`config.mk`:
```
export PLATFORM = sky130hd
export DESIGN_NAME = decode_issue_ctrl
export DESIGN_NICKNAME = d
export VERILOG_FILES = /design/src/rtl/decode_issue_ctrl.sv
export SDC_FILE = /design/constraint.sdc
export NUM_CORES = 1
export LEC_CHECK = 0
export CORE_UTILIZATION = 50
export CTS_CLUSTER_SIZE = 16
export DETAILED_ROUTE_END_ITERATION = 10
export HOLD_SLACK_MARGIN = 0.06
export PLACE_DENSITY_LB_ADDON = 0.25
export SLEW_MARGIN = 20
export SYNTH_ARGS = -nofsm -noshare
export SYNTH_HDL_FRONTEND = slang
export SYNTH_SLANG_ARGS = --single-unit
export TNS_END_PERCENT = 20
```
`constraint.sdc`:
```
create_clock -name clk -period 8.11 [get_ports clk]
set_input_delay 1.2165 -clock clk [delete_from_list [all_inputs] [get_ports clk]]
set_output_delay 1.2165 -clock clk [all_outputs]
set_load 0.05 [all_outputs]
```
`src/rtl/decode_issue_ctrl.sv`:
```
`default_nettype none
// ============================================================================
//  Module   : decode_issue_ctrl
//  Purpose  : IF/ID holding register, load-use hazard scoreboard and
//             valid/ready issue sequencing towards EX.
//             Optional stall_cycles counter enabled by ID_STALL_CNT_EN.
//  Revision : 1.0  initial release
// ============================================================================
module decode_issue_ctrl #(
    parameter int XLEN     = 32,
    parameter int NUM_REGS = 32
) (
    input  logic            clk,
    input  logic            rst,
    input  logic            if_valid,
    output logic            if_ready,
    input  logic [XLEN-1:0] if_instr,
    input  logic [XLEN-1:0] if_pc,
    input  logic            flush,
    output logic [XLEN-1:0] dec_instr,
    output logic [XLEN-1:0] dec_pc,
    input  logic [6:0]      dec_opcode,
    input  logic [4:0]      dec_rd,
    input  logic [4:0]      dec_rs1,
    input  logic [4:0]      dec_rs2,
    output logic            ex_valid,
    input  logic            ex_ready,
    input  logic            wb_ld_valid,
    input  logic [4:0]      wb_ld_rd,
    output logic            stall
`ifdef ID_STALL_CNT_EN
    ,
    output logic [31:0]     stall_cycles
`endif
);

    localparam logic [XLEN-1:0] C_NOP       = XLEN'(32'h0000_0013);
    localparam logic [6:0]      C_OP_LOAD   = 7'b0000011;
    localparam logic [6:0]      C_OP_REG    = 7'b0110011;
    localparam logic [6:0]      C_OP_IMM    = 7'b0010011;
    localparam logic [6:0]      C_OP_JALR   = 7'b1100111;
    localparam logic [6:0]      C_OP_STORE  = 7'b0100011;
    localparam logic [6:0]      C_OP_BRANCH = 7'b1100011;

    typedef enum logic [0:0] {
        EMPTY = 1'b0,
        FULL  = 1'b1
    } state_t;

    state_t                r_state;
    state_t                w_state_nxt;
    logic [XLEN-1:0]       r_instr;
    logic [XLEN-1:0]       r_pc;
    logic [NUM_REGS-1:0]   r_pending;
    logic [NUM_REGS-1:0]   w_busy;
    logic [NUM_REGS-1:0]   w_set;
    logic [NUM_REGS-1:0]   w_clr;
    logic                  w_use_rs1;
    logic                  w_use_rs2;
    logic                  w_hazard;
    logic                  w_ex_valid;
    logic                  w_stall;
    logic                  w_issue;
    logic                  w_if_ready;
    logic                  w_accept;

    // Operand usage by opcode; LUI/AUIPC/JAL fall through to "no use".
    always_comb begin
        w_use_rs1 = 1'b0;
        w_use_rs2 = 1'b0;
        case (dec_opcode)
            C_OP_REG, C_OP_STORE, C_OP_BRANCH: begin
                w_use_rs1 = 1'b1;
                w_use_rs2 = 1'b1;
            end
            C_OP_IMM, C_OP_LOAD, C_OP_JALR: begin
                w_use_rs1 = 1'b1;
            end
            default: begin
                w_use_rs1 = 1'b0;
                w_use_rs2 = 1'b0;
            end
        endcase
    end

    // A load writing back this very cycle no longer blocks its consumer.
    always_comb begin
        w_busy = '0;
        w_set  = '0;
        w_clr  = '0;
        for (int i = 1; i < NUM_REGS; i++) begin
            w_clr[i]  = wb_ld_valid && (wb_ld_rd == 5'(i));
            w_busy[i] = r_pending[i] && !w_clr[i];
            w_set[i]  = w_issue && (dec_opcode == C_OP_LOAD) && (dec_rd == 5'(i));
        end
    end

    always_comb begin
        w_hazard   = (r_state == FULL) &&
                     ((w_use_rs1 && (dec_rs1 != 5'd0) && w_busy[dec_rs1]) ||
                      (w_use_rs2 && (dec_rs2 != 5'd0) && w_busy[dec_rs2]));
        w_ex_valid = (r_state == FULL) && !w_hazard && !flush;
        w_stall    = (r_state == FULL) &&  w_hazard && !flush;
        w_issue    = w_ex_valid && ex_ready;
        w_if_ready = !flush && ((r_state == EMPTY) || w_issue);
        w_accept   = if_valid && w_if_ready;
    end

    always_comb begin
        w_state_nxt = r_state;
        if (flush) begin
            w_state_nxt = EMPTY;
        end else begin
            case (r_state)
                EMPTY: if (w_accept) w_state_nxt = FULL;
                FULL:  if (w_issue)  w_state_nxt = w_accept ? FULL : EMPTY;
                default:             w_state_nxt = EMPTY;
            endcase
        end
    end

    always_ff @(posedge clk) begin
        if (rst) begin
            r_state <= EMPTY;
        end else begin
            r_state <= w_state_nxt;
        end
    end

    always_ff @(posedge clk) begin
        if (rst) begin
            r_instr <= C_NOP;
            r_pc    <= '0;
        end else if (flush) begin
            r_instr <= C_NOP;
        end else if (w_accept) begin
            r_instr <= if_instr;
            r_pc    <= if_pc;
        end
    end

    // Set has priority over a same-cycle writeback clear of the same register.
    always_ff @(posedge clk) begin
        if (rst) begin
            r_pending <= '0;
        end else begin
            for (int i = 1; i < NUM_REGS; i++) begin
                if (w_set[i]) begin
                    r_pending[i] <= 1'b1;
                end else if (w_clr[i]) begin
                    r_pending[i] <= 1'b0;
                end
            end
        end
    end

`ifdef ID_STALL_CNT_EN
    logic [31:0] r_stall_cycles;

    always_ff @(posedge clk) begin
        if (rst) begin
            r_stall_cycles <= '0;
        end else if (w_stall) begin
            r_stall_cycles <= r_stall_cycles + 32'd1;
        end
    end

    assign stall_cycles = r_stall_cycles;
`endif

    assign if_ready  = w_if_ready;
    assign dec_instr = r_instr;
    assign dec_pc    = r_pc;
    assign ex_valid  = w_ex_valid;
    assign stall     = w_stall;

endmodule
`default_nettype wire

```
=== Word level (Yosys, flattened, before mapping) ===
Cells that the tools add are included.

* Word-level logic and storage cells: 355
* Bits of input ports: 97
* Register bits after elaboration: 96
* Output and inout bits: 67

* Order comparisons: 2
* Multiplexer cells: 71
* Bitwise gates (word level): 2
* Reductions and logical operators: 178
* Equal/unequal tests: 68

{| class="wikitable"
|+ Operator list
! operator !! count
|-
| equality test 5 bit (second input constant) || 32
|-
| logical AND 1 bit || 106
|-
| equality test 5 x 4 -> 1 bit (second input constant) || 16
|-
| 2-to-1 mux 1 bit || 68
|-
| nonzero test 2 bit || 31
|-
| equality test 5 x 3 -> 1 bit (second input constant) || 8
|-
| logical NOT 1 bit || 33
|-
| equality test 5 x 2 -> 1 bit (second input constant) || 4
|-
| equality test 7 x 6 -> 1 bit (second input constant) || 2
|-
| equality test 7 bit (second input constant) || 2
|-
| < comparator 5 x 6 -> 1 bit (second input constant) || 2
|-
| binary-select mux 1 bit (select 5 bit) || 2
|-
| equality test 5 x 1 -> 1 bit (second input constant) || 2
|-
| nonzero test 5 bit || 2
|-
| equality test 7 x 2 -> 1 bit (second input constant) || 1
|-
| equality test 7 x 5 -> 1 bit (second input constant) || 1
|-
| OR reduction 6 bit || 1
|-
| OR reduction 3 bit || 1
|-
| logical OR 1 bit || 2
|-
| inverter 1 bit || 2
|-
| case mux 1 bit (2 select lines) || 1
|-
| AND reduction 2 bit || 1
|-
| OR reduction 2 bit || 1
|}

=== Depth between registers and ports, before layout ===
Gate-level depths: netlist of run 1.

* Word-level depth: 19
* Mapped depth: 12
* Mapped depth without buffers: 8

=== Worst setup path after synthesis of run 1 ===
OpenSTA, ideal clock, no wires.

* Path kind: input to output
* Start point: input port wb_ld_rd[3]
* End point: output port ex_valid
* Required time: 6.894 ns
* Path slack: 2.790 ns
* Buffers on the path: 0
* Arrival: 4.104 ns
* Stages on the path: 7
* Cells stage by stage: or4b_1 > o211ai_1 > a21oi_1 > a2111o_1 > o311a_4 > or3_1 > nor3b_1

* Longest elaborated chain between the ends: 12
* Elaborated cells between the ends (all ways): 135
* Those cells by class: eq/ne (31); mux (4); reduce/logical (100)

{| class="wikitable"
|+ RTL lines
! element !! RTL line !! source
|-
| from (decl) || 29 || <nowiki>input logic [4:0] wb_ld_rd,</nowiki>
|-
| equality test 5 x 1 -> 1 bit (tied with other cells) || 92 || <nowiki>w_clr[i] = wb_ld_valid && (wb_ld_rd == 5'(i));</nowiki>
|-
| logical AND 1 bit || 92 ||
|-
| logical NOT 1 bit || 93 || <nowiki>w_busy[i] = r_pending[i] && !w_clr[i];</nowiki>
|-
| logical AND 1 bit || 93 ||
|-
| binary-select mux 1 bit (select 5 bit), on equally long branches || 100, 101 ||
|-
| 2-to-1 mux 1 bit, on equally long branches || 100, 101 ||
|-
| logical AND 1 bit, on equally long branches || 100, 101 ||
|-
| logical OR 1 bit (*) || 100 || <nowiki>((w_use_rs1 && (dec_rs1 != 5'd0) && w_busy[dec_rs1]) ||</nowiki>
|-
| logical AND 1 bit (*) || 99 || <nowiki>w_hazard = (r_state == FULL) &&</nowiki>
|-
| logical NOT 1 bit (*) || 102 || <nowiki>w_ex_valid = (r_state == FULL) && !w_hazard && !flush;</nowiki>
|-
| logical AND 1 bit (*) (2 in series) || 102 ||
|-
| to (decl) || 26 || <nowiki>output logic ex_valid,</nowiki>
|}

Mark *: on every way between the ends. The rest lies on a longest branch, timed or not. The select of a mux whose other input is x is not followed.

=== Final worst setup path of run 1 ===
* Start point: input port dec_rs2[0]
* End point: output port stall

* Longest elaborated chain between the ends: 7
* Elaborated cells between the ends (all ways): 9
* Those cells by class: mux (2); reduce/logical (7)

{| class="wikitable"
|+ RTL lines
! element !! RTL line !! source
|-
| from (decl) || 25 || <nowiki>input logic [4:0] dec_rs2,</nowiki>
|-
| binary-select mux 1 bit (select 5 bit) / nonzero test 5 bit (equally long branches) || 101 || <nowiki>(w_use_rs2 && (dec_rs2 != 5'd0) && w_busy[dec_rs2]));</nowiki>
|-
| 2-to-1 mux 1 bit (not written as such) / logical AND 1 bit (equally long branches) || 101 ||
|-
| logical AND 1 bit (*) || 101 ||
|-
| logical OR 1 bit (*) || 100 ||
|-
| logical AND 1 bit (*) || 99 ||
|-
| logical AND 1 bit (*) (2 in series) || 103 || <nowiki>w_stall = (r_state == FULL) && w_hazard && !flush;</nowiki>
|-
| to (decl) || 30 || <nowiki>output logic stall</nowiki>
|}

Marked as above.

==> summary.txt, run 1 <==
Cells and area
  – Sequential cell area: 1920 um^2
  – Final design utilization: 71.4%
  – Commonest cells after routing, fill and taps aside: clkdlybuf4s50_1, dfxtp_1, nand3_1, o21ai_1, a21oi_1
  – Fill count: 754
  – Antenna cells: 0
  – Ratio of cells with drive above 1 in the final layout: 5.67%
  – Final cell count without fillers: 852
  – Area growth syn-to-layout: 36.4%
  – Nets: 815
  – Most common cell after layout, fill and taps aside: clkdlybuf4s50_1
  – Multi-input combinational cell area: 2660 um^2

Logic synthesis
  – Post-Syn Area: 4880 um^2
  – Post-synth EDFFs: 0
  – Warnings from Yosys: 0
  – Netlist cell types: 59
  – Synth async-reset ratio: 0%
  – Register area share after synthesis: 39.4%
  – Compound-Gate Fraction of Synth Area: 29.8%
  – XOR/XNOR share of the synthesized area: 0.513%
  – Post-synthesis mux area share: 3.08%
  – Synth Area in Adders: 0%
  – FF+latch count, synth: 96
  – Mapped Avg Cell Area: 8.23 um^2
  – Post-synthesis simple-gate area fraction: 20.7%
  – Synth Net Count: 690
  – Ys flop type: dfxtp_1
  – Syn Inst Count: 593
  – Largest family of logic cells by synthesized area: compound AO/OA/AOI/OAI gates

Global routing
  – First-pass GRT wire length: 25900 um
  – Antenna violations before repair: 0
  – Remaining global-route overflow: 0
  – Total GRT Usage: 32.5%
  – Number of global-route vias before repair: 5185
  – Largest net degree at the start of global routing: 66

Critical path
  – Most frequent CP cell: clkdlybuf4s50_1
  – CP max stage delay: 0.96 ns
  – Top delay family on crit path: buffers and inverters
  – CP endpoint kind: output pin
  – Crit-path cells: clkdlybuf4s50_1, xor2_2, nor3_1, o311a_1, or4_4, a221oi_4, or3_1, and3_1, clkdlybuf4s50_1
  – WP data arrival: 5.06 ns
  – CP startpoint kind: primary input
  – CP Buf/Inv Count: 2
  – Worst path slowest cell: clkdlybuf4s50_1
  – CP Max Fanout: 17
  – Data required time of the critical path: 6.89 ns
  – Kind of critical path: in -> out

Hold path
  – Hold Crit Class: reg -> reg

Floorplan
  – Total Die Area: 10200 um^2
  – Core area: 9330 um^2
  – Starting Density: 52.3%
  – Num ports: 164
  – Die height: 101 um
  – Horiz. Die Dim: 101 um
  – Rows: 35

STA
  – Clock period minus worst slack: 6.28 ns
  – Worst-Margin Slew: 0.978 ns
  – Worst Skew: 0.0146 ns
  – Peak Freq: 159 MHz
  – Final hold violation count: 0
  – RSZ-0062 raised after global routing: false
  – Fin. max-slew vios: 0
  – Setup TNS: 0 ns
  – Fin crit share: 77.4%
  – Headroom to the max-slew limit: 34.3%
  – Final setup vio count: 0
  – Fin Hold WS: 0.480 ns

CTS
  – TritonCTS clock tree: done
  – Hold-fix buffers, CTS: 0
  – Clk slew on worst S/H paths: 0.09 ns
  – Clk root buf: clkbuf_8
  – Setup bufs post-CTS: 0
  – Clock sink count: 96
  – Clock Latency Late Sink: 0.37 ns
  – CTS Buf Count: 9
  – H-tree levels: 3
  – Post_cts resized: 0
  – Max clock buf depth: 2

Detailed routing
  – Vias/cell: 6.21
  – # DRC: 0
  – Via count: 5294
  – Pre-Repair DR Iteration Count: 5
  – Final WL: 16300 um
  – Final antenna-violating net count: 0
  – Initial DRC count: 353
  – WL/cell: 19.1 um

Power and ir drop
  – Leak: 2.22 nW
  – Comb pwr share: 20.2%
  – Maximum VDD drop: 0.000120 V
  – NetSw: 0.000303 W
  – Int Pwr: 0.000713 W
  – Pwr dens: 153 nW/um^2
  – Sequential Power Share: 48.1%
  – Clock group share of total power: 31.7%
  – Switching part of the total: 29.8%

Outcome
  – Status: finished, final reports clean

Placement
  – Routability Congestion: 1.04
  – Port buffer count: 163
  – Placed cells: 836
  – Dpl hpwl: 11500 um

Job
  – MaxCap Viol Count: 0
## power by group through the flow
stage	combinational, W	clock, W	sequential [W]
finish	0.000205	0.000322	0.000488
global route	0.000217	0.000345	0.000489
CTS	0.000203	0.000326	0.000488
detailed placement	0.000202	0	0.000499
global placement	0.000200	0	0.000498
floorplan	0.0000750	0	0.000536
## worst paths after layout
check	slack, ns	end	start	cells after the start
worst max-delay path	1.83	stall	dec_rs2[0]	9
worst min-delay path	0.48	dec_instr[6]	dec_instr[6]	2
worst max register to register	4.92	dec_pc[23]	r_pending[11]	9
worst min register to register	0.48	dec_instr[6]	dec_instr[6]	2
## Yosys cell counts, types with 3 or more instances
master     count  area, um^2
a21boi_1      30         225
a21oi_1       53         265
a22oi_1        4        30.0
a32oi_1        3        26.3
a41o_1         5        50.1
and2_1         3        18.8
buf_1          4        15.0
buf_2         15        75.1
buf_6          6        67.6
clkbuf_1      29         109
dfxtp_1       96        1920
inv_1         10        37.5
mux2_2         6        67.6
mux2i_1        6        60.1
nand2_1       16        60.1
nand2b_1       3        18.8
nand3_1       73         365
nand3b_1       3        22.5
nand4_1       23         144
nand4b_1       4        35.0
nor2_1        22        82.6
nor2b_1        7        43.8
nor3_1        11        55.1
o2111ai_1      4        35.0
o211ai_1      10        75.1
o21ai_0       33         165
o21ai_1       68         340
o22ai_1        5        31.3
o311ai_1       3        26.3
## routing by layer
metal / track usage, % / up-vias / wire [um]
met4: 13.6 / 0 / 534
li1: - / 2471 / -
met3: 9.99 / 43 / 1720
met1: 39.2 / 2472 / 6370
met2: 53.7 / 308 / 7700
met5: 0 / - / 0
## metrics by stage
step | area (um^2) | setup WS [ns] | total power, W
after floorplan | 4880 | 2.79 | 0.000611
after global placement | 6460 | 1.94 | 0.000698
after detailed placement | 6460 | 1.88 | 0.000701
after CTS | 6660 | 1.87 | 0.00102
after global routing | 6660 | 1.63 | 0.00105
final | 6660 | 1.83 | 0.00102
## cells by family after synthesis
logic type      after synthesis
simple gates                182
xor+xnor                      2
flops                        96
compound gates              234
buf+inv                      66
mux                          13
## area by class of cell
cell class | instances | area share (%)
repair buffers | 170 | 25.2
well taps | 129 | 2.42
multi-input cells | 431 | 40.0
inverters | 10 | 0.564
clock inverters | 5 | 0.977
flip-flops and latches | 96 | 28.9
clock buffers | 11 | 1.97
## worst min-delay path, cell delays in order (launching register included)
cell and delay, ns:
dfxtp_1 0.32, o21ai_1 0.06, a21boi_1 0.06
## flip-flops by register name, summed over array words and instances, names as in the netlist
name	flops
dec_pc	32
dec_instr	32
r_state	1
r_pending	31
(Power assumes the default switching activity.)
==> inputs of run 2 (changes only) <==
CORE_UTILIZATION = 46   (was 50)
clock period = 6.15 ns   (was 8.11 ns; I/O delays follow)
==> summary.txt, run 2 (synthesis results as in run 1) <==
STA
  – Headroom to the max-slew limit: 34.2% (was 34.3%)
  – Fin crit share: 89.3%
  – Worst Skew: 0.0133 ns (was 0.0146 ns)
  – Worst-Margin Slew: 0.980 ns (was 0.978 ns)
  – Final setup vio count: 0 (unchanged)
  – Peak Freq: 182 MHz
  – RSZ-0062 raised after global routing: false (unchanged)
  – Final hold violation count: 0 (unchanged)
  – Fin. max-slew vios: 0 (unchanged)
  – Clock period minus worst slack: 5.49 ns
  – Setup TNS: 0 ns (unchanged)

Critical path
  – Reg2reg start: r_pending[10] (was r_pending[11])
  – CP startpoint kind: primary input (unchanged)
  – Crit-path cells: clkdlybuf4s50_1, or4bb_1, o21ai_0, nand3b_1, o21ai_0, o311a_4, or3_1, nor3b_1, clkdlybuf4s50_1 (was clkdlybuf4s50_1, xor2_2, nor3_1, o311a_1, or4_4, a221oi_4, or3_1, and3_1, clkdlybuf4s50_1)
  – Kind of critical path: in -> out (unchanged)
  – CP Max Fanout: 8 (was 17)
  – Worst path slowest cell: clkdlybuf4s50_1 (unchanged)
  – CP max stage delay: 0.87 ns (was 0.96 ns)
  – Top delay family on crit path: buffers and inverters (unchanged)
  – CP Buf/Inv Count: 2 (unchanged)
  – Reg-to-Reg End: dec_instr[9] (was dec_pc[23])
  – Data required time of the critical path: 5.23 ns (was 6.89 ns)
  – FF-to-FF setup slack: 2.99 ns (was 4.92 ns)
  – Worst-case reg-to-reg path depth: 9 (unchanged)
  – CP endpoint kind: output pin (unchanged)
  – WP data arrival: 4.57 ns (was 5.06 ns)
  – Critical Path Source: wb_ld_valid (was dec_rs2[0])

Placement
  – Routability Congestion: 0.956 (was 1.04)
  – Cell Area, Placed: 6490 um^2 (was 6460 um^2)
  – Dpl hpwl: 11900 um (was 11500 um)
  – Port buffer count: 163 (unchanged)

Cells and area
  – Ratio of cells with drive above 1 in the final layout: 6.34% (was 5.67%)
  – Nets: 818 (was 815)
  – Commonest cells after routing, fill and taps aside: clkdlybuf4s50_1, dfxtp_1, nand3_1, o21ai_1, a21oi_1 (unchanged)
  – Fill count: 872 (was 754)
  – Final Cell Area: 6680 um^2 (was 6660 um^2)
  – Most common cell after layout, fill and taps aside: clkdlybuf4s50_1 (unchanged)
  – Area growth syn-to-layout: 37.0% (was 36.4%)
  – Antenna cells: 0 (unchanged)

Global routing
  – First-pass GRT wire length: 26700 um (was 25900 um)
  – Largest net degree at the start of global routing: 66 (unchanged)
  – Remaining global-route overflow: 0 (unchanged)
  – Total GRT Usage: 30.8% (was 32.5%)
  – Number of global-route vias before repair: 5052 (was 5185)
  – GR Layer Usage met3: 10.9% (was 9.99%)
  – Antenna violations before repair: 0 (unchanged)
  – M2 GR Usage: 48.6% (was 53.7%)
  – GRT busiest layer: met2 (unchanged)
  – GR Layer Usage met1: 37.5% (was 39.2%)

Detailed routing
  – WL/cell: 19.6 um (was 19.1 um)
  – Via count: 5238 (was 5294)
  – Final antenna-violating net count: 0 (unchanged)
  – # DRC: 0 (unchanged)
  – Vias/cell: 6.08 (was 6.21)
  – Pre-Repair DR Iteration Count: 7 (was 5)
  – Initial DRC count: 330 (was 353)
  – Final WL: 16900 um (was 16300 um)

Hold path
  – WHS Path Cells: 2 (unchanged)
  – Hold Crit Class: reg -> reg (unchanged)
  – Endpoint, Worst Hold: dec_instr[13] (was dec_instr[6])
  – Hold Path Origin: dec_instr[13] (was dec_instr[6])

CTS
  – H-tree levels: 3 (unchanged)
  – Clock Latency Late Sink: 0.37 ns (about the same)
  – Post_cts resized: 0 (unchanged)
  – TritonCTS clock tree: done (unchanged)
  – Clk slew on worst S/H paths: 0.09 ns (about the same)
  – Max clock buf depth: 2 (unchanged)
  – Clk root buf: clkbuf_8 (unchanged)
  – Hold-fix buffers, CTS: 0 (unchanged)
  – Setup bufs post-CTS: 0 (unchanged)
  – CTS Buf Count: 9 (unchanged)
  – Clock sink count: 96 (unchanged)

Floorplan
  – Die height: 105 um (was 101 um)
  – Starting Density: 47.3% (was 52.3%)
  – Total Die Area: 11000 um^2 (was 10200 um^2)
  – Num ports: 164 (unchanged)
  – Rows: 37 (was 35)
  – Core area: 10300 um^2 (was 9330 um^2)
  – Horiz. Die Dim: 105 um (was 101 um)

Power and ir drop
  – Leak: 2.23 nW (was 2.22 nW)
  – Maximum VDD drop: 0.000152 V (was 0.000120 V)
  – Pwr dens: 200 nW/um^2 (was 153 nW/um^2)

Outcome
  – Status: finished, final reports clean (unchanged)

Job
  – MaxCap Viol Count: 0 (unchanged)
==> run 2: changes by cell type in the layout (fill, tap and decap cells not counted) <==
cell,delta
clkinv_2,+1
inv_6,+1
buf_4,+4
inv_8,-1
clkbuf_1,-1
clkdlybuf4s50_1,-1
==> run 2: metrics by stage <==
| step | instances | setup WS [ns] | total power (W) | utilization [%] | hold slack, ns |
|---|---|---|---|---|---|
| after floorplan | 593 | 1.42 | 0.000806 | - | 0.458 |
| after global placement | 846 | 0.724 | 0.000928 | 62.9 | 0.463 |
| after CTS | 862 | 0.675 | 0.00134 | 64.7 | 0.481 |
| after global routing | 862 | 0.546 | 0.00139 | 64.7 | 0.499 |
| after detailed placement | 846 | 0.702 | 0.000928 | 62.9 | 0.472 |
| final | 862 | 0.661 | 0.00134 | 64.7 | 0.479 |
==> run 2: worst max-delay path by stage <==
stage	endpoint	slack (ns)	cells past startpoint
floorplan	ex_valid	1.42	7
global placement	ex_valid	0.72	10
global route	ex_valid	0.55	9
CTS	ex_valid	0.67	9
detailed placement	ex_valid	0.70	9
finish	ex_valid	0.66	9
==> run 2: final cells by class <==
class / instances / area (um^2) / share of cell area [%]
inverters: 10 / 37.5 / 0.562
repair buffers: 173 / 1700 / 25.4
well taps: 136 / 170 / 2.55
multi-input cells: 431 / 2660 / 39.8
flip-flops and latches: 96 / 1920 / 28.8
clock buffers: 10 / 128 / 1.91
clock inverters: 6 / 67.6 / 1.01
==> run 2: worst register-to-register path, stage by stage (launching register included) <==
cell and delay, ns:
dfxtp_1 0.37, mux4_2 0.24, o21ai_0 0.07, and3_1 0.19, or4_4 0.53, a221oi_4 0.49, o41a_2 0.25, buf_4 0.54
o21ai_1 0.20, a21boi_1 0.20
==> run 2: power breakdown <==
part	leakage (nW)	total, W	internal (W)	switching [W]
Sequential	0.779	0.000644	0.000636	0.00000760
Clock	0.0929	0.000420	0.000190	0.000230
Combinational	1.36	0.000274	0.000112	0.000162
==> run 2: metal layers <==
layer	wire length (um)	vias to the layer above	share of wire [%]
li1	-	2481	-
met3	1780	46	11
met4	561	0	3.3
met5	0	-	0
met1	6720	2433	40
met2	7800	278	46
